==> config.mk <==
export PLATFORM = sky130hd
export DESIGN_NAME = control_sequencer
export DESIGN_NICKNAME = d
export VERILOG_FILES = /design/src/rtl/control_sequencer.sv
export SDC_FILE = /design/constraint.sdc
export NUM_CORES = 1
export LEC_CHECK = 0
export BUFFER_PORTS_ARGS = -buffer_cell sky130_fd_sc_hd__buf_2
export CORE_MARGIN = 2
export CORE_UTILIZATION = 36
export DETAILED_ROUTE_END_ITERATION = 6
export GPL_TIMING_DRIVEN = 0
export PLACE_DENSITY_LB_ADDON = 0.05
export SYNTH_ARGS = -nofsm -noshare
export SYNTH_HDL_FRONTEND = slang
export SYNTH_SLANG_ARGS = --single-unit
==> constraint.sdc <==
create_clock -name clk -period 2.1 [get_ports clk]
set_input_delay 0.315 -clock clk [delete_from_list [all_inputs] [get_ports clk]]
set_output_delay 0.315 -clock clk [all_outputs]
set_load 0.05 [all_outputs]
==> src/rtl/control_sequencer.sv <==
// Hardwired control sequencer: fetch (T0-T2) and three-step register-register
// ALU execute (T3-T5). All strobes are decoded from the registered state and IR.

// One register slot: raises its bus-drive or load enable when selected.
module control_sequencer_lane #(
    parameter int IDX   = 0,
    parameter int SEL_W = 4
) (
    input  logic             drive_en,
    input  logic [SEL_W-1:0] drive_sel,
    input  logic             load_en,
    input  logic [SEL_W-1:0] load_sel,
    output logic             rout,
    output logic             rin
);
    assign rout = drive_en && (drive_sel == SEL_W'(IDX));
    assign rin  = load_en  && (load_sel  == SEL_W'(IDX));
endmodule

module control_sequencer #(
    parameter int NUM_REGS = 16,
    parameter int NUM_OPS  = 12
) (
    input  logic        clk,
    input  logic        clr,
    input  logic        run,
    input  logic        mem_ready,
    input  logic [31:0] IR,
    output logic        PCout,
    output logic        MARin,
    output logic        IncPC,
    output logic        Zin,
    output logic        Zlowout,
    output logic        PCin,
    output logic        MDRRead,
    output logic        MDRin,
    output logic        MDRout,
    output logic        IRin,
    output logic        Yin,
    output logic [15:0] Rout,
    output logic [15:0] Rin,
    output logic [11:0] ALUControl,
    output logic        instr_done,
    output logic        illegal,
    output logic [2:0]  step
);
    typedef enum logic [2:0] {
        IDLE = 3'd0,
        T0   = 3'd1,
        T1   = 3'd2,
        T2   = 3'd3,
        T3   = 3'd4,
        T4   = 3'd5,
        T5   = 3'd6
    } state_t;

    state_t state, state_nxt;
    logic   t1_first;

    logic [4:0] op;
    logic [3:0] ra, rb, rc;
    logic       legal;
    logic       unused_ir;

    assign op        = IR[31:27];
    assign ra        = IR[26:23];
    assign rb        = IR[22:19];
    assign rc        = IR[18:15];
    assign legal     = (op < 5'(NUM_OPS));
    assign unused_ir = ^IR[14:0];

    // t1_first is high only in the cycle right after T0, so a stalled fetch
    // still increments the PC exactly once.
    always_ff @(posedge clk or posedge clr) begin
        if (clr) begin
            state    <= IDLE;
            t1_first <= 1'b0;
        end else begin
            state    <= state_nxt;
            t1_first <= (state == T0);
        end
    end

    always_comb begin
        state_nxt  = state;
        PCout      = 1'b0;
        MARin      = 1'b0;
        IncPC      = 1'b0;
        Zin        = 1'b0;
        Zlowout    = 1'b0;
        PCin       = 1'b0;
        MDRRead    = 1'b0;
        MDRin      = 1'b0;
        MDRout     = 1'b0;
        IRin       = 1'b0;
        Yin        = 1'b0;
        instr_done = 1'b0;
        illegal    = 1'b0;
        unique case (state)
            IDLE: if (run) state_nxt = T0;
            T0: begin
                PCout     = 1'b1;
                MARin     = 1'b1;
                IncPC     = 1'b1;
                Zin       = 1'b1;
                state_nxt = T1;
            end
            T1: begin
                Zlowout = 1'b1;
                PCin    = t1_first;
                MDRRead = 1'b1;
                MDRin   = 1'b1;
                if (mem_ready) state_nxt = T2;
            end
            T2: begin
                MDRout    = 1'b1;
                IRin      = 1'b1;
                state_nxt = T3;
            end
            T3: begin
                if (legal) begin
                    Yin       = 1'b1;
                    state_nxt = T4;
                end else begin
                    illegal   = 1'b1;
                    state_nxt = run ? T0 : IDLE;
                end
            end
            T4: begin
                Zin       = 1'b1;
                state_nxt = T5;
            end
            T5: begin
                Zlowout    = 1'b1;
                instr_done = 1'b1;
                state_nxt  = run ? T0 : IDLE;
            end
            default: state_nxt = IDLE;
        endcase
    end

    // Register enables: Rb in T3, Rc in T4, Ra write-back in T5.
    logic                 drive_en, load_en;
    logic [3:0]           drive_sel;
    logic [NUM_REGS-1:0]  rout_vec, rin_vec;

    assign drive_en  = ((state == T3) && legal) || (state == T4);
    assign drive_sel = (state == T4) ? rc : rb;
    assign load_en   = (state == T5);

    generate
        for (genvar g = 0; g < NUM_REGS; g++) begin : g_lane
            control_sequencer_lane #(.IDX(g), .SEL_W(4)) u_lane (
                .drive_en  (drive_en),
                .drive_sel (drive_sel),
                .load_en   (load_en),
                .load_sel  (ra),
                .rout      (rout_vec[g]),
                .rin       (rin_vec[g])
            );
        end
    endgenerate

    assign Rout       = rout_vec;
    assign Rin        = rin_vec;
    assign ALUControl = (state == T4) ? (12'd1 << op) : 12'd0;
    assign step       = state;

endmodule

==> Word level (Yosys, flattened, before mapping) <==
Index checks and enable logic that the tools add are counted.
{ "op_classes": {"n_addsub": 0, "multipliers": 0, "div_mod_pow": 0, "order_cmp": 1, "eq_ne": 38, "shift": 1, "muxes": 18, "n_bitwise": 0, "reduce_logical": 40} }
{ "ops": {"columns": ["cell", "count"], "rows": [
  ["$eq 4x4->1 const B", 16],
  ["$logic_and 1x1->1", 33],
  ["$eq 4x3->1 const B", 8],
  ["$pmux 3 s7", 1],
  ["$eq 4x2->1 const B", 4],
  ["$mux 1", 12],
  ["$mux 12", 1],
  ["$shl 1x5->12 const A", 1],
  ["$eq 3x3->1 const B", 3],
  ["$mux 3", 3],
  ["$eq 4x1->1 const B", 2],
  ["$logic_not 4->1", 2],
  ["$eq 3x2->1 const B", 2],
  ["$lt 5x4->1 const B", 1],
  ["$mux 4", 1],
  ["$ne 2x2->1 const B", 2],
  ["$reduce_or 2->1", 2],
  ["$eq 3x1->1 const B", 1],
  ["$logic_not 3->1", 1],
  ["$reduce_and 2->1", 1],
  ["$logic_or 1x1->1", 1]
]} }
{ "word_totals": {"register_bits": 4, "latchBits": 0, "ramBits": 0, "rom_bits": 0, "wordCells": 100, "n_memories": 0} }

==> Depth between registers and ports, before layout <==
{ "logic_depth": {"ltp_word": 4, "ltp_mapped": 5, "ltp_nobuf": 3} }

==> Cells and area by module <==
A second synthesis with hierarchy kept.
{ "unflattened": {"cells_unflattened": 125, "hier_area_um2": 877.1} }
{ "modules_own_cells": {"columns": ["module", "instances", "cells_each", "area_per_inst_um2"], "rows": [
  ["control_sequencer", 1, 59, 461.7],
  ["control_sequencer_lane (g_lane[0].u_lane ...)", 6, 4, 25.0],
  ["control_sequencer_lane (g_lane[1].u_lane ...)", 4, 4, 30.0],
  ["control_sequencer_lane (g_lane[11].u_lane ...)", 2, 4, 28.8],
  ["control_sequencer_lane (g_lane[13].u_lane ...)", 2, 4, 20.0],
  ["control_sequencer_lane (g_lane[15].u_lane)", 1, 6, 25.0],
  ["control_sequencer_lane (g_lane[3].u_lane)", 1, 4, 22.5]
]} }

==> Least setup slack after synthesis <==
Ideal clock, no wire load.
{ "synth_path": {"kind": "register -> output", "start": "reg state[1] (netlist: step[1])", "end": "out PCin", "arrival_time_ns": 2.642, "required_time_ns": 1.785, "path_slack_ns": -0.857, "stages_incl_launch_ff": 4, "path_buffers": 0, "cell_sequence": "dfrtp_1 > inv_1 > nor3_1 > and2_1"} }
{ "synth_via": {"elab_chain_cells": 2} }
{ "synth_rtl": {"columns": ["element", "line", "rtl"], "rows": [
  ["start, declared", "57", "state_t state, state_nxt;"],
  ["start signal, assigned", "79", "state <= state_nxt;"],
  ["$eq 3x2->1", "99", "unique case (state)"],
  ["$mux 1", "99", null],
  ["end, declared", "34", "output logic PCin,"]
]} }
Every way passes these cells.

==> Final worst setup path <==
{ "layout_path": {"start": "reg state[1] (netlist: step[1])", "end": "out Rout[6]"} }
{ "layout_via": {"elab_chain_cells": 4, "elab_cells_between_ends": 7, "cone_classes": "eq/ne: 3; mux: 1; reduce/logical: 3"} }
{ "layout_rtl": {"columns": ["element", "line", "rtl"], "rows": [
  ["$eq 3x3->1 (on tied branches)", "147, 148", null],
  ["$mux 4 or $logic_and 1x1->1 (tied branches)", "148, 147", null],
  ["$eq 4x3->1 or $logic_or 1x1->1 (tied branches)", "16, 147", null],
  ["$logic_and 1x1->1 (*)", "16", "assign rout = drive_en && (drive_sel == SEL_W'(IDX));"],
  ["end, declared", "40", "output logic [15:0] Rout,"]
]} }
Mark *: on every way between the ends. The rest lies on a longest branch, timed or not.

==> summary.md <==
| Metric | Value |
|---|---|
| Via density | 5.574 |
| Yosys reg bits | 4 |
| Vias in the first global route | 1,360 |
| Chip Width | 54.89 um |
| Max clock buf depth | 2 |
| DP Wirelength | 2176 um |
| WP data arrival | 2.15 ns |
| Sw Share | 0.6103 |
| GP Congestion | 0.7914 |
| Clock slew at reported path FFs | 0.05 ns |
| Share of cells above drive strength 1 | 0.8042 |
| Total GRT Usage | 0.2823 |
| Die H | 54.89 um |
| Distinct cells, synth | 31 |
| Initial antenna violation count | 0 |
| Number of flops mapped to enable cells by yosys | 0 |
| Post-route minimum period | 2.469 ns |
| Post-synth ARST share | 1.000 |
| Port buffer count | 80 |
| Cell Count, Final, Fillers Out | 270 |
| Maximum Capacitance Violations | 0 |
| Worst path required time | 1.78 ns |
| H-Tree Depth | 1 |
| Setup TNS | -6.637 ns |
| Largest net degree at the start of global routing | 9 |
| Fin. Hold Viols | 0 |
| Wire per inst | 20.12 um |
| Final Skew | 0.002866 ns |
| N_diodes | 0 |
| TritonCTS Buffers | 3 |
| Fin crit share | 1.175 |
| Max-Slew Margin vs Limit | 0.7197 |
| Root Buffer Master | clkbuf_4 |
| First-pass GRT wire length | 6127 um |
| # clock sinks | 4 |
| Cells after DPL | 245 |
| Peak Freq | 0.4051 GHz |
| Startpoint types | flip-flop |
| Final net count | 277 |
| Flop pwr share | 0.108 |
| Maximum VDD drop | 999.5 uV |
| CTS tree | done |
| Final setup fails | 33 |
| Post-synth net total | 171 |
| Comb pwr share | 0.812 |
| Main flop type after synthesis | dfrtp_1 |
| Total grt overflow | 0 |
| Fin util | 0.9485 |
| Pin slew with the least headroom to its limit | 0.4205 ns |
| Outcome | finished with violations |
| Clock Latency Late Sink | 0.25 ns |
| Ports | 96 |
| Internal power | 0.0005803 W |
| Final Cell Area | 2328 sq um |
| DRT iter0 DRCs | 36 |
| Synth Warn # | 0 |
| Pins Over Slew Limit | 0 |
| Synthesized netlist cell count | 135 |
| Final worst slack | -0.3685 ns |
| Initial core utilization | 0.3797 |
| Register area share after synthesis | 0.1074 |
| Mapped Area | 932.1 sq um |
| Syn_area_per_cell | 6.905 sq um |
| Pleak | 1.051 nW |
| Placed cell area | 1460 sq um |
| Via Count | 1,505 |
| Num rows | 18 |
| Drc violations | 0 |
| Die Area | 3012 sq um |
| Power, Total | 0.001489 W |
| Crit end category | output pin |
| Drt pass-1 iters | 4 |
| Pwr/cell area | 639.5 nW/um^2 |
| Failing checks | negative setup slack |
| Antenna Nets Post-Route | 0 |
| Switching Power | 0.0009088 W |
| Hold WC Path Type | in2reg |
| RSZ-0062 raised after global routing | yes |
| Crit Path Class | reg2out |
| Area Overhead vs Synth | 149.8% |
| Final WL | 5433 um |
| CORE AREA | 2455 sq um |
| Clock power share | 0.080 |
| Crit-path max FO | 8 |
layout by cell type (no fill, tap or decap), types with 3 or more instances in the layout:
cell / netlist / layout
buf_12: 0 / 4
buf_4: 36 / 56
nor2_4: 0 / 4
buf_6: 1 / 15
nand2_1: 4 / 4
mux2_4: 1 / 3
mux2i_4: 0 / 3
inv_1: 5 / 5
nor2_1: 25 / 14
buf_2: 1 / 39
buf_8: 0 / 20
nor2_2: 0 / 7
nand2b_1: 3 / 3
nor4_4: 0 / 13
clkbuf_4: 0 / 5
nor4_2: 0 / 3
nor3_2: 0 / 4
nand3b_1: 3 / 3
and2_1: 3 / 3
dfrtp_2: 0 / 3
power groups by stage:
| stage | combinational [W] | clock [W] | sequential (W) |
|---|---|---|---|
| 2_1_floorplan | 0.000611 | 0 | 0.000241 |
| 3_3_place_gp | 0.000852 | 0 | 0.000172 |
| 3_5_place_dp | 0.000861 | 0 | 0.000175 |
| 4_1_cts | 0.00109 | 0.000110 | 0.000151 |
| 5_1_grt | 0.00125 | 0.000120 | 0.000164 |
| 6_report | 0.00121 | 0.000119 | 0.000161 |
area by class of cell:
class	instances	area, sq um
plain buffers	37	290.3
clock buffers	4	26.28
fillers	66	126.4
inverters	5	18.77
flip-flops and latches	4	103.9
well taps	30	37.54
repair buffers	102	907.1
multi-input cells	88	944.7
cells by family (layout without fill, tap and decap cells):
kind of cell    count (synthesis)  count (layout)  synth area share
flops                           4               4            0.1074
buf+inv                        43             148            0.3275
compound gates                  7               7           0.04967
simple gates                   75              75            0.4349
mux                             6               6           0.08053
metal layers:
metal  global-route usage  wire (um)
met1               0.2920       1935
met2               0.5536       2896
met3              0.02732        329
met4               0.1333        271
met5                    0          0
state kept, by name, indices dropped and copies added, names as in the netlist:
register,flops
step,3
t1_first,1
per-stage QoR:
step	worst slack [ns]	hold slack, ns
final	-0.3685	0.3516
after global routing	-0.4084	0.3575
after CTS	-0.2338	0.3248
after detailed placement	-0.2165	0.2056
after global placement	-0.1831	0.1917
after floorplan	-0.05941	0.08088
worst max-delay path, stage by stage, from the launching register on:
cell     delay [ns]
dfrtp_2        0.42
and3b_4        0.36
buf_12         0.15
buf_12         0.11
a32oi_4        0.05
buf_12         0.19
nor4_4         0.30
buf_4          0.17
buf_8          0.14
final timing paths:
check | cells after the start | slack, ns | end | startpoint
hold / removal | 3 | 0.35 | step[0]$_DFFE_PP0P_ | mem_ready
max in group asynchronous | 3 | 1.44 | step[1]$_DFFE_PP0P_ | clr
hold reg to reg | 2 | 0.65 | step[2]$_DFFE_PP0P_ | step[1]$_DFFE_PP0P_
min in group asynchronous | 3 | 0.49 | step[2]$_DFFE_PP0P_ | clr
setup reg to reg | 3 | 0.84 | step[1]$_DFFE_PP0P_ | step[0]$_DFFE_PP0P_
setup / recovery | 8 | -0.37 | Rout[6] | step[1]$_DFFE_PP0P_
timing repair:
action,4_1_cts,5_1_grt
setup endpoints to repair,20,44
pin swaps,7,13
hold buffers,1,0
endpoints found under the hold margin,4,0
gates resized for setup,99,60
buffers inserted,19,2
Yosys cell counts (3+ instances only):
library cell   n  area [sq um]
buf_4         36         270.3
nor2_1        25         93.84
nand3b_1       3         22.52
and2_1         3         18.77
nor3_1         7         35.03
nor4_1        16         100.1
nand2_1        4         15.01
dfrtp_1        4         100.1
inv_1          5         18.77
nand2b_1       3         18.77
nand3_1        3         15.01
(Power assumes the default switching activity.)
